$ cat src/rtl/spi_pkg.sv
// Shared SPI definitions: frame layout and controller state encoding.
// The peripheral register block uses the same field positions.
package spi_pkg;
    localparam int FRAME_BITS = 16;
    localparam int ADDR_W     = 7;
    localparam int DATA_W     = 8;
    localparam int RW_BIT     = 15;
    localparam int ADDR_MSB   = 14;
    localparam int ADDR_LSB   = 8;
    localparam int BIT_CNT_W  = 5;

    typedef enum logic [2:0] {
        ST_IDLE,
        ST_SETUP,
        ST_SHIFT,
        ST_HOLD,
        ST_GAP
    } spi_state_e;

    function automatic int max3(input int a, input int b, input int c);
        int m;
        m = (a > b) ? a : b;
        return (m > c) ? m : c;
    endfunction
endpackage

$ cat src/rtl/spi_sclk_divider.sv
// Mode-0 sclk generator: CLK_DIV cycles high then CLK_DIV low while enabled,
// starting high on the first enabled cycle. Strobes flag the edge about to happen.
module spi_sclk_divider #(
    parameter int CLK_DIV = 4
) (
    input  logic clk,
    input  logic rst_n,
    input  logic i_en,
    output logic o_sclk,
    output logic o_rise,
    output logic o_fall
);
    localparam int W = $clog2(CLK_DIV + 1);
    localparam logic [W-1:0] LAST = W'(CLK_DIV - 1);

    logic [W-1:0] r_cnt;
    logic         r_sclk;
    logic         r_run;
    logic         w_last;

    assign w_last = (r_cnt == LAST);

    always_ff @(posedge clk or negedge rst_n) begin
        if (!rst_n) begin
            r_cnt  <= '0;
            r_sclk <= 1'b0;
            r_run  <= 1'b0;
        end else begin
            r_run <= i_en;
            if (!i_en) begin
                r_cnt  <= '0;
                r_sclk <= 1'b0;
            end else if (!r_run) begin
                // i_en is next-state based, so sclk is already high in the first SHIFT cycle
                r_cnt  <= '0;
                r_sclk <= 1'b1;
            end else if (w_last) begin
                r_cnt  <= '0;
                r_sclk <= ~r_sclk;
            end else begin
                r_cnt <= r_cnt + 1'b1;
            end
        end
    end

    assign o_sclk = r_sclk;
    assign o_rise = r_run && !r_sclk && w_last;
    assign o_fall = r_run && r_sclk && w_last;
endmodule

$ cat src/rtl/spi_controller.sv
// SPI Mode-0 master: one 16-bit register-write frame per valid/ready request,
// MSB first, with chip-select setup/hold/gap timing. All outputs are registered.
module spi_controller
    import spi_pkg::*;
#(
    parameter int CLK_DIV  = 4,
    parameter int CS_SETUP = 2,
    parameter int CS_HOLD  = 2,
    parameter int CS_GAP   = 4
) (
    input  logic              clk,
    input  logic              rst_n,
    input  logic              i_req_valid,
    output logic              o_req_ready,
    input  logic              i_req_write,
    input  logic [ADDR_W-1:0] i_req_addr,
    input  logic [DATA_W-1:0] i_req_data,
    output logic              o_sclk,
    output logic              o_copi,
    output logic              o_ncs,
    output logic              o_busy,
    output logic              o_done
);
    localparam int PH_W = $clog2(max3(CS_SETUP, CS_HOLD, CS_GAP) + 1);
    localparam logic [PH_W-1:0]      SETUP_LAST = PH_W'(CS_SETUP - 1);
    localparam logic [PH_W-1:0]      HOLD_LAST  = PH_W'(CS_HOLD - 1);
    localparam logic [PH_W-1:0]      GAP_LAST   = PH_W'(CS_GAP - 1);
    localparam logic [BIT_CNT_W-1:0] BITS_ALL   = BIT_CNT_W'(FRAME_BITS);
    localparam logic [BIT_CNT_W-1:0] SHIFTS     = BIT_CNT_W'(FRAME_BITS - 1);

    spi_state_e            r_state, w_state_nxt;
    logic [PH_W-1:0]       r_ph;
    logic [BIT_CNT_W-1:0]  r_bits;
    logic [FRAME_BITS-1:0] r_shift;
    logic [FRAME_BITS-1:0] w_frame;
    logic                  r_ncs, r_busy, r_done, r_ready;
    logic                  w_accept, w_sclk, w_rise, w_fall, w_shift_en;

    assign w_accept = i_req_valid && r_ready;

    always_comb begin
        w_frame                    = '0;
        w_frame[RW_BIT]            = i_req_write;
        w_frame[ADDR_MSB:ADDR_LSB] = i_req_addr;
        w_frame[DATA_W-1:0]        = i_req_data;
    end

    always_comb begin
        w_state_nxt = r_state;
        unique case (r_state)
            ST_IDLE:  if (i_req_valid)                        w_state_nxt = ST_SETUP;
            ST_SETUP: if (r_ph == SETUP_LAST)                 w_state_nxt = ST_SHIFT;
            // leave at the end of the 16th low half-period
            ST_SHIFT: if (w_rise && r_bits == BITS_ALL)       w_state_nxt = ST_HOLD;
            ST_HOLD:  if (r_ph == HOLD_LAST)                  w_state_nxt = ST_GAP;
            ST_GAP:   if (r_ph == GAP_LAST)                   w_state_nxt = ST_IDLE;
            default:                                          w_state_nxt = ST_IDLE;
        endcase
        w_shift_en = (w_state_nxt == ST_SHIFT);
    end

    spi_sclk_divider #(.CLK_DIV(CLK_DIV)) u_div (
        .clk    (clk),
        .rst_n  (rst_n),
        .i_en   (w_shift_en),
        .o_sclk (w_sclk),
        .o_rise (w_rise),
        .o_fall (w_fall)
    );

    always_ff @(posedge clk or negedge rst_n) begin
        if (!rst_n) begin
            r_state <= ST_IDLE;
            r_ph    <= '0;
            r_bits  <= '0;
            r_shift <= '0;
            r_ncs   <= 1'b1;
            r_busy  <= 1'b0;
            r_done  <= 1'b0;
            r_ready <= 1'b1;
        end else begin
            r_state <= w_state_nxt;
            if (w_state_nxt != r_state)
                r_ph <= '0;
            else if (r_state inside {ST_SETUP, ST_HOLD, ST_GAP})
                r_ph <= r_ph + 1'b1;

            if (r_state != ST_SHIFT)
                r_bits <= '0;
            else if (w_fall)
                r_bits <= r_bits + 1'b1;

            // copi follows the MSB; the last fall leaves frame[0] in place
            if (w_accept)
                r_shift <= w_frame;
            else if (w_state_nxt == ST_GAP)
                r_shift <= '0;
            else if (w_fall && r_bits < SHIFTS)
                r_shift <= r_shift << 1;

            r_ncs   <= !(w_state_nxt inside {ST_SETUP, ST_SHIFT, ST_HOLD});
            r_busy  <= (w_state_nxt != ST_IDLE);
            r_ready <= (w_state_nxt == ST_IDLE);
            r_done  <= (r_state == ST_HOLD) && (w_state_nxt == ST_GAP);
        end
    end

    assign o_sclk      = w_sclk;
    assign o_copi      = r_shift[FRAME_BITS-1];
    assign o_ncs       = r_ncs;
    assign o_busy      = r_busy;
    assign o_done      = r_done;
    assign o_req_ready = r_ready;
endmodule

$ cat config.mk
export PLATFORM = sky130hd
export DESIGN_NAME = spi_controller
export DESIGN_NICKNAME = d
export VERILOG_FILES = /design/src/rtl/spi_pkg.sv /design/src/rtl/spi_sclk_divider.sv /design/src/rtl/spi_controller.sv
export SDC_FILE = /design/constraint.sdc
export NUM_CORES = 1
export LEC_CHECK = 0
export BUFFER_PORTS_ARGS = -buffer_cell sky130_fd_sc_hd__buf_2
export CORE_UTILIZATION = 35
export DETAILED_ROUTE_END_ITERATION = 7
export PLACE_DENSITY = 0.56
export SYNTH_ARGS = -nofsm -noshare
export SYNTH_HDL_FRONTEND = slang
export SYNTH_HIERARCHICAL = 1
export SYNTH_SLANG_ARGS = --single-unit
$ cat constraint.sdc
create_clock -name clk -period 4.35 [get_ports clk]
set_clock_uncertainty 0.15 [all_clocks]
set_input_delay 0.6525 -clock clk [delete_from_list [all_inputs] [get_ports clk]]
set_output_delay 0.6525 -clock clk [all_outputs]
set_load 0.005 [all_outputs]
==> out/summary.txt, run 1 <==
Final instance area - 2030 um2
CP required - 4.34 ns
Syn. warnings - 6
CP arrival - 2.37 ns
Die W - 74.1 um
Slowest-stage cell, CP - o311ai_0
Non-Filler Instances - 253
Critical path, cell by cell - ha_1, nor2b_4, and3b_1, nor4bb_2, a31oi_1, o311ai_0, a211oi_1
Cell family with most CP delay - compound AO/OA/AOI/OAI gates
Hold Fails Final Rpt - 0
Vias in the first global route - 1224
RSZ-0062 raised after global routing - no
Slew Viols, Final - 0
GR Util All Layers - 0.140
Layout cells sized above 1 - 0.280
Period Utilization, post-route - 0.546
Die H - 74.1 um
Root Driver - clkbuf_8
Crit path time final - 2.38 ns
#FFs+latches synth - 36
Largest net degree at the start of global routing - 37
Critical path type - flop to flop
Max-slew headroom - 0.354
Initial antenna violation count - 0
CP peak stage delay - 0.59 ns
Post-CTS setup buffers - 0
Cts hold-fix bufs - 0
Full die area - 5490 um2
Resized cells post-CTS - 0
Worst vdd ir - 0.000139 V
Placed inst area - 1940 um2
CP Max Fanout - 4
Hold slack - 0.290 ns
GRT overflow - 0
Area added between synthesis and finish - 11.6%
Status - completed
Part of the Yosys area used for sequential elements - 0.497
Total Neg Setup Slack - 0 ns
Pre-CTS WS - 1.96 ns
Post-synth cell types - 42
Post-Route WL - 3400 um
Initial DRC count - 62
Clk Latency, worst-skew pair - 0.30 ns
Synthesized Nets - 187
Worst Hold Class - input pin to asynchronous set/reset pin
Core area - 4850 um2
Slew @ Worst Pin - 0.966 ns
Clk buf depth - 2
Final number of setup-violating endpoints - 0
CTS buffer count - 5
Initial Util - 0.375
Row cnt - 25
H-tree depth reported by CTS - 2
Gate Count Post-Synth - 162
First-pass GRT wire length - 5490 um
Placed Instances - 245
Post-layout net count - 210
CTS tree - done
GPL Wtd Cong - 0.789
DR DRC count - 0
Fmax - 421 MHz
Buf/Inv on CP - 0
Pwr dens - 289 nW/um2
Area contributors post-synth - dfrtp_1 (47%), mux2i_1 (8.8%), o21ai_2 (5.3%)
Max-cap violations - 0
Clock sinks - 36
HPWL Detailed - 2470 um
Leak - 0.959 nW
Port bufs - 24
Cell taking the most area after synthesis - dfrtp_1
Via/cell ratio - 4.91
Yosys top cell area share - 0.468
Per-cell routed wire length - 13.4 um
Io pins - 25
CP Capture Type - flop
Antenna fix cells - 0
Antenna-violating nets left - 0
CP Depth - 7
Via count - 1243
Worst setup margin - 1.97 ns
Register-to-Register Path Depth - 7
CTS clk-pin slew, worst paths - 0.08 ns
Synthesized area per cell - 11.2 um2
Crit start category - flop
Cell area after synthesis - 1820 um2
DRT Pass-1 Iters - 4
==> logic make-up after synthesis <==
kind of cell / synth area share
simple gates: 0.171
flops: 0.497
compound gates: 0.113
mux: 0.0943
buf+inv: 0.0551
xor+xnor: 0.0289
fa+ha+maj: 0.0413
==> sequential cells by signal, indices dropped and copies added (netlist names) <==
register	cells
r_state	3
u_div/o_sclk	1
o_req_ready	1
r_bits	5
r_ph	3
u_div/r_run	1
o_ncs	1
o_busy	1
u_div/r_cnt	3
o_done	1
r_shift	16
==> per-layer routing <==
layer | wire length [um] | global-route usage | vias up
li1 | - | - | 601
met1 | 1490 | 0.153 | 609
met2 | 1670 | 0.243 | 27
met3 | 182 | 0.0488 | 6
met4 | 53 | 0.0641 | 0
met5 | 0 | 0 | -
==> report_power, final <==
part / switching [W] / internal (W) / leakage, nW
Sequential: 0 / 0.000335 / 0.409
Clock: 0.000126 / 0.000112 / 0.0479
Combinational: 0.00000870 / 0.00000585 / 0.502
==> final timing paths <==
kind / start / to / slack [ns]
min: rst_n / r_shift[6]$_DFFE_PN0P_ / 0.29
max in group asynchronous: rst_n / u_div/o_sclk$_DFFE_PN0P_ / 3.26
min reg2reg: u_div/r_cnt[0]$_DFF_PN0_ / u_div/r_cnt[0]$_DFF_PN0_ / 0.30
min in group clk: u_div/r_cnt[0]$_DFF_PN0_ / u_div/r_cnt[0]$_DFF_PN0_ / 0.30
max: u_div/r_cnt[0]$_DFF_PN0_ / r_ph[1]$_DFFE_PN0P_ / 1.97
max reg2reg: u_div/r_cnt[0]$_DFF_PN0_ / r_ph[1]$_DFFE_PN0P_ / 1.97
==> Yosys cell counts (all sizes together) <==
cell type and instances:
or4b 1, inv 5, ha 6, buf 5, nor2b 4, clkbuf 2, or3 1, nor4bb 1
o211a 1, xnor2 2, o311ai 1, dlygate4sd1 1, a21oi 1, a31oi 2, mux2 1, and3b 2
nor2 12, nand2b 3, nand4b 1, nor3 2, nor3b 2, o31ai 1, dfrtp 34, dfstp 2
and2 1, nand3b 2, or2 2, nand2 19, o21ai 20, mux2i 16, nand4 3, a211oi 2
xor2 4
==> per-stage QoR <==
step / power, W / util
6_report: 0.000587 / 0.418
5_1_grt: 0.000613 / 0.418
4_1_cts: 0.000597 / 0.418
3_5_place_dp: 0.000356 / 0.400
3_3_place_gp: 0.000356 / 0.400
2_1_floorplan: 0.000341 / -
==> final cells by class <==
| type | count | area, um2 |
|---|---|---|
| inverters | 5 | 18.8 |
| well taps | 67 | 83.8 |
| flip-flops and latches | 36 | 903 |
| clock inverters | 3 | 18.8 |
| clock buffers | 5 | 68.8 |
| fillers | 487 | 2820 |
| multi-input cells | 113 | 815 |
| repair buffers | 24 | 120 |
==> placed cells by master, fill, tap and decap left out, types with 2 or more instances in the layout <==
| master | netlist | final |
|---|---|---|
| nand2_1 | 19 | 19 |
| clkbuf_8 | 1 | 5 |
| a31oi_1 | 2 | 2 |
| dfstp_2 | 2 | 2 |
| dfrtp_1 | 34 | 34 |
| o21ai_2 | 11 | 11 |
| nand2b_1 | 2 | 2 |
| ha_1 | 6 | 6 |
| nor2b_1 | 3 | 3 |
| nor3b_1 | 2 | 2 |
| mux2i_1 | 16 | 16 |
| buf_2 | 1 | 24 |
| clkinv_2 | 0 | 2 |
| and3b_1 | 2 | 2 |
| nor3_1 | 2 | 2 |
| xnor2_1 | 2 | 2 |
| nor2_1 | 12 | 12 |
| nand4_1 | 3 | 3 |
| xor2_1 | 4 | 4 |
| o21ai_0 | 9 | 9 |
| inv_1 | 5 | 5 |
| nand3b_1 | 2 | 2 |
No activity file was read; power rests on OpenSTA's default activity.
==> inputs of run 2 (changes only) <==
==> constraint.sdc (replaced) <==
create_clock -name clk -period 2.3 [get_ports clk]
set_clock_uncertainty 0.15 [all_clocks]
set_input_delay 0.345 -clock clk [delete_from_list [all_inputs] [get_ports clk]]
set_output_delay 0.345 -clock clk [all_outputs]
set_load 0.005 [all_outputs]
==> run 2 against run 1 <==
Against the previous run: sequential share of layout area fell by 1.1 points; sequential power grew 89%; total power up 93%; clock-buffer cell count increased by 2; worst hold slack got worse by 0.29 ns; register-to-register slack got worse by 1.8 ns; fmax increased by 9.7%; critical path depth down 1; final area up 2.5%; global-route usage decreased by 0.62 points; wire length shrank 3.9%; critical path type unchanged; highest routed layer unchanged.
==> out/summary.txt, run 2 (same netlist as run 1, synthesis figures left out) <==
Worst Setup SP - r_ph[0]$_DFFE_PN0P_
Critical path, cell by cell - ha_1, ha_1, or4b_1, o21ai_2, or2_2, o21ai_2
Crit path time final - 2.17 ns (-0.211 ns)
Period Utilization, post-route - 0.942 (+0.395)
Post-CTS setup buffers - 0 (unchanged)
Clk Latency, worst-skew pair - 0.28 ns (-0.02 ns)
CP arrival - 2.18 ns (-0.19 ns)
Root Driver - clkbuf_8
H-tree depth reported by CTS - 2 (unchanged)
Slowest-stage cell, CP - or4b_1
Biggest register - r_shift
Post-layout net count - 213 (+1.4%)
Worst reg2reg path endpoint - r_shift[3]$_DFFE_PN0P_
Worst Hold Class - input pin to asynchronous set/reset pin
Io pins - 25 (unchanged)
Status - completed
Critical path type - flop to flop
CTS buffer count - 5 (unchanged)
HPWL Detailed - 2290 um (-7.4%)
Antenna-violating nets left - 0 (unchanged)
Slew @ Worst Pin - 0.798 ns (-0.168 ns)
Die W - 74.1 um (unchanged)
Final number of setup-violating endpoints - 0 (unchanged)
Area added between synthesis and finish - 14.3%
Via count - 1221 (-1.8%)
DR DRC count - 0 (unchanged)
Core area - 4850 um2 (unchanged)
Fmax - 462 MHz (+9.7%)
Clk buf depth - 2 (unchanged)
Vias in the first global route - 1268 (+3.6%)
Die H - 74.1 um (unchanged)
Clock sinks - 36 (unchanged)
Via/cell ratio - 4.79 (-2.5%)
Full die area - 5490 um2 (unchanged)
DRT Pass-1 Iters - 4 (unchanged)
Hold Fails Final Rpt - 0 (unchanged)
Most frequent cells in the layout - dfrtp_1 (34), buf_2 (24), nand2_1 (19)
Cts hold-fix bufs - 0 (unchanged)
Crit start category - flop
R2R Setup Slk - 0.13 ns (-1.84 ns)
Max-slew headroom - 0.468 (+0.114)
Port bufs - 24 (unchanged)
Max-cap violations - 0 (unchanged)
CP required - 2.31 ns (-2.03 ns)
Per-cell routed wire length - 12.8 um (-4.7%)
Initial Util - 0.375 (unchanged)
Initial antenna violation count - 0 (unchanged)
Post-Route WL - 3260 um (-3.9%)
CP Capture Type - flop
Antenna fix cells - 0 (unchanged)
Worst vdd ir - 0.000205 V (+48%)
Most common cell after layout, fill and taps aside - dfrtp_1
CTS tree - done
CP Max Fanout - 7 (+3)
Largest net degree at the start of global routing - 37 (unchanged)
GPL Wtd Cong - 0.808 (+2.3%)
Slew Viols, Final - 0 (unchanged)
First-pass GRT wire length - 5540 um (+0.87%)
Total Neg Setup Slack - 0 ns (unchanged)
Hold slack - 0.00377 ns (-0.286 ns)
Pwr dens - 544 nW/um2 (+88%)
RSZ-0062 raised after global routing - no
CP peak stage delay - 0.55 ns (-0.04 ns)
Leak - 0.980 nW (+2.2%)
CTS clk-pin slew, worst paths - 0.07 ns (about the same)
GR Util All Layers - 0.134 (-0.00619)
Initial DRC count - 57 (-8.1%)
Layout cells sized above 1 - 0.298 (+0.0183)
Row cnt - 25 (unchanged)
Max reg flops - 16 (unchanged)
# fillers - 456 (-6.4%)
Regs by FF count - r_shift (16), r_bits (5)
Worst flop-to-flop path startpoint - r_ph[0]$_DFFE_PN0P_
Register-to-Register Path Depth - 6 (-1)
GRT overflow - 0 (unchanged)
==> run 2: per-stage QoR <==
step                      cell area (um2)  instances  setup slack, ns  power [W]  utilization
after floorplan                      1820        162            0.284   0.000646            -
after global placement               1960        247            0.134   0.000673        0.403
after detailed placement             1960        247           0.0922   0.000674        0.403
after CTS                            2050        254           0.0681    0.00115        0.423
after global routing                 2080        255           0.0427    0.00118        0.429
final                                2080        255            0.134    0.00113        0.429
==> run 2: repair_timing <==
action	in CTS	in global routing
gates resized for setup	0	4
endpoints found under the setup margin	0	10
hold endpoints to repair	0	0
==> run 2: how the worst max path moves through the flow <==
stage                                          end  slack [ns]  cells past startpoint
after floorplan            r_shift[15]$_DFFE_PN0P_        0.28                      7
after global placement     r_shift[10]$_DFFE_PN0P_        0.13                      6
after detailed placement   r_shift[12]$_DFFE_PN0P_        0.09                      6
after CTS                  r_shift[10]$_DFFE_PN0P_        0.07                      6
after global routing      u_div/r_cnt[2]$_DFF_PN0_        0.04                      9
final                       r_shift[3]$_DFFE_PN0P_        0.13                      6
==> run 2: final cells by class <==
type                            instances  area, um2  area share
Inverter                                5       18.8     0.00903
Tap cell                               67       83.8      0.0403
Multi-Input combinational cell        114        841       0.405
Sequential cell                        36        903       0.435
Timing Repair Buffer                   26        135      0.0650
Clock buffer                            7       96.3      0.0464
==> run 2: power breakdown <==
| group | total, W | switching [W] | internal [W] |
|---|---|---|---|
| registers | 0.000633 | 0 | 0.000633 |
| clock network | 0.000471 | 0.000204 | 0.000266 |
| logic | 0.0000276 | 0.0000165 | 0.0000111 |
==> run 2: critical path, delay by kind of cell, from the launching register on <==
kind,cells,cell delay [ns]
simple gates,2,0.85
fa+ha+maj,2,0.41
flops,1,0.41
compound gates,2,0.22
==> run 2: layer usage <==
metal,GRT usage,part of all wire,up-vias
met5,0,0,-
met4,0.0577,0.017,0
met3,0.0407,0.043,7
met2,0.217,0.47,22
met1,0.165,0.47,584
li1,-,-,608
==> inputs of run 3 (changes only) <==
--- a/config.mk
+++ b/config.mk
@@ -11,5 +11,4 @@
 export PLACE_DENSITY = 0.56
 export SYNTH_ARGS = -nofsm -noshare
 export SYNTH_HDL_FRONTEND = slang
-export SYNTH_HIERARCHICAL = 1
 export SYNTH_SLANG_ARGS = --single-unit
==> run 3 against run 2 <==
Against the previous run: critical path type unchanged; global-route usage up 0.95 points; largest cell class unchanged; worst hold slack lost 0.0041 ns; core utilization fell by 0.38 points; cell count shrank 5.1%; the flow now finishes with violations (negative hold slack); critical endpoint is now r_ph[1]$_DFFE_PN0P_; final area shrank 4.1%; fmax fell by 2.4%; highest routed layer unchanged.
==> out/summary.txt, run 3 <==
Post-synth cell types - 38 (-9.5%)
Most frequent cells in the layout - dfrtp_1 (34), buf_2 (24), nand2_1 (20)
Clk Latency, worst-skew pair - 0.29 ns (about the same)
Area contributors post-synth - dfrtp_1 (50%), mux2i_1 (8.8%), o21ai_0 (4.7%)
Comb power frac - 0.023 (about the same)
Root Driver - clkbuf_8
Die H - 71.7 um (-3.2%)
Full die area - 5140 um2 (-6.2%)
Critical path type - flop to flop
Sequential share of power - 0.526 (-0.034)
Via/cell ratio - 5.01 (+4.7%)
Initial Util - 0.363 (-0.0123)
H-tree depth reported by CTS - 2 (unchanged)
Via count - 1213 (-0.66%)
GRT overflow - 0 (unchanged)
#FFs+latches synth - 36 (unchanged)
Hold slack - -0.000281 ns (-0.00405 ns)
Final instance area - 1990 um2 (-4.1%)
GR Util All Layers - 0.143 (+0.00945)
DR DRC count - 0 (unchanged)
Placed inst area - 1880 um2 (-4.0%)
Switching pwr - 0.000239 W (+8.1%)
Max-cap violations - 0 (unchanged)
Hold Fails Final Rpt - 2 (+2)
Layout cells sized above 1 - 0.218 (-0.0798)
Die W - 71.7 um (-3.2%)
CP Max Fanout - 5 (-2)
Cell area after synthesis - 1700 um2 (-6.4%)
# fillers - 444 (-2.6%)
Period Utilization, post-route - 0.965 (+0.0234)
P_int - 0.000966 W (+6.0%)
Pwr dens - 604 nW/um2 (+11%)
Cell taking the most area after synthesis - dfrtp_1
Area added between synthesis and finish - 17.1%
CP required - 2.30 ns (about the same)
Antenna fix cells - 0 (unchanged)
Io pins - 25 (unchanged)
Synth Flop Type - dfrtp_1
Yosys top cell area share - 0.500 (+0.0320)
Syn. warnings - 0 (-6)
Regs by FF count - r_shift (16), r_bits (5)
Crit start category - flop
Crit path time final - 2.22 ns (+0.0539 ns)
First-pass GRT wire length - 5630 um (+1.6%)
Clk buf depth - 2 (unchanged)
Async S/R FF share, synth - 1.00 (unchanged)
Part of the Yosys area used for sequential elements - 0.531 (+0.0340)
Switch share - 0.198 (+0.00303)
Biggest register - r_shift
Most common cell after layout, fill and taps aside - dfrtp_1
Initial antenna violation count - 0 (unchanged)
Leak - 0.952 nW (-2.8%)
HPWL Detailed - 2150 um (-6.1%)
Post-synth top cells - dfrtp_1 (34), nand2_1 (20), o21ai_0 (16)
Number of synthesized flops with an enable pin - 0 (unchanged)
Synthesized area per cell - 10.7 um2 (-4.6%)
Final core utilization - 0.425 (-0.00384)
CP Capture Type - flop
Gate Count Post-Synth - 159 (-1.9%)
Clock sinks - 36 (unchanged)
Fmax - 450 MHz (-2.4%)
CTS buffer count - 5 (unchanged)
Slew @ Worst Pin - 0.813 ns (+0.0157 ns)
Post-Route WL - 3190 um (-2.3%)
Worst Hold Class - input pin to asynchronous set/reset pin
Max reg flops - 16 (unchanged)
CTS clk-pin slew, worst paths - 0.07 ns (about the same)
Row cnt - 25 (unchanged)
Port bufs - 24 (unchanged)
Most common cell in the netlist - dfrtp_1
Slew Viols, Final - 0 (unchanged)
Post-layout net count - 212 (-0.47%)
Antenna-violating nets left - 0 (unchanged)
CTS tree - done
Status - finished with violations
Final number of setup-violating endpoints - 0 (unchanged)
GPL Wtd Cong - 0.774 (-4.2%)
CP arrival - 2.22 ns (+0.04 ns)
Failing checks - negative hold slack
Largest net degree at the start of global routing - 37 (unchanged)
Synthesized Nets - 184 (-1.6%)
Clock power frac - 0.452 (+0.036)
Worst vdd ir - 0.000313 V (+53%)
Vias in the first global route - 1208 (-4.7%)
Initial DRC count - 96 (+68%)
Core area - 4690 um2 (-3.2%)
Max-slew headroom - 0.458 (-0.0105)
DRT Pass-1 Iters - 4 (unchanged)
Per-cell routed wire length - 13.2 um (+2.9%)
==> run 3: cell count changes after synthesis, sizes merged, moves of 2 or more <==
| cell | change |
|---|---|
| o21ai | -3 |
| a21oi | +2 |
| a31oi | -2 |
| and3b | -2 |
| buf | -2 |
| nand3 | +2 |
==> run 3: worst max-delay path, cell delays in order (launching register included) <==
cell	delay, ns
dfrtp_1	0.44
inv_1	0.09
ha_1	0.14
or4bb_1	0.49
or4_4	0.56
nand3_1	0.15
a211oi_1	0.06
==> run 3: final cells by class <==
cell class | instances | area (um2) | area share
flip-flops and latches | 36 | 903 | 0.453
clock buffers | 6 | 72.6 | 0.0364
inverters | 5 | 18.8 | 0.00942
clock inverters | 2 | 35.0 | 0.0176
repair buffers | 27 | 143 | 0.0716
well taps | 54 | 67.6 | 0.0339
multi-input cells | 112 | 753 | 0.378
==> run 3: worst paths after layout <==
path                       slack [ns]                        to                      from  depth (start not counted)
setup / recovery                 0.08       r_ph[1]$_DFFE_PN0P_     r_bits[0]$_DFFE_PN0P_                          6
hold / removal                -0.0003    r_shift[2]$_DFFE_PN0P_                     rst_n                          1
setup reg to reg                 0.08       r_ph[1]$_DFFE_PN0P_     r_bits[0]$_DFFE_PN0P_                          6
hold reg to reg                  0.30  u_div.r_cnt[0]$_DFF_PN0_  u_div.r_cnt[0]$_DFF_PN0_                          1
max in group asynchronous        1.49     r_bits[1]$_DFFE_PN0P_                     rst_n                          1
min in group clk                 0.11    r_shift[9]$_DFFE_PN0P_             i_req_addr[1]                          3
==> run 3: power groups by stage <==
stage                     combinational (W)  sequential [W]  clock [W]
after global placement            0.0000275        0.000645          0
after global routing              0.0000320        0.000632   0.000593
after CTS                         0.0000290        0.000633   0.000566
after floorplan                 0.000000564        0.000645          0
final                             0.0000274        0.000633   0.000544
after detailed placement          0.0000289        0.000645          0
==> run 3: stage by stage <==
step                      setup slack, ns  std cells  power (W)  setup TNS [ns]
after floorplan                     0.252        159   0.000646               0
after global placement              0.178        233   0.000672               0
after detailed placement            0.103        233   0.000674               0
after CTS                          0.0791        241    0.00123               0
after global routing             -0.00369        242    0.00126        -0.00369
final                              0.0802        242    0.00120               0
==> run 3: per-layer routing <==
metal | track usage | up-vias | wire, um
met5 | 0 | - | 0
met4 | 0.0588 | 0 | 58
met3 | 0.0464 | 5 | 108
met2 | 0.210 | 18 | 1410
met1 | 0.196 | 584 | 1610
li1 | - | 606 | -
==> run 3: logic make-up (layout without fill, tap and decap cells) <==
kind of cell,Yosys count,count (layout),share of synthesized area
AO/OA/AOI/OAI,27,27,0.0927
XOR/XNOR,7,7,0.0360
adder cells (fa/ha/maj),6,6,0.0441
buffers and inverters,11,40,0.0265
flip-flops,36,36,0.531
multiplexers,15,15,0.0882
AND/OR/NAND/NOR,57,57,0.182
==> run 3: repair_timing <==
action / in CTS / in global routing
hold buffers: 0 / 0
gates resized for setup: 0 / 0
setup endpoints to repair: 0 / 1
setup buffers: 0 / 1
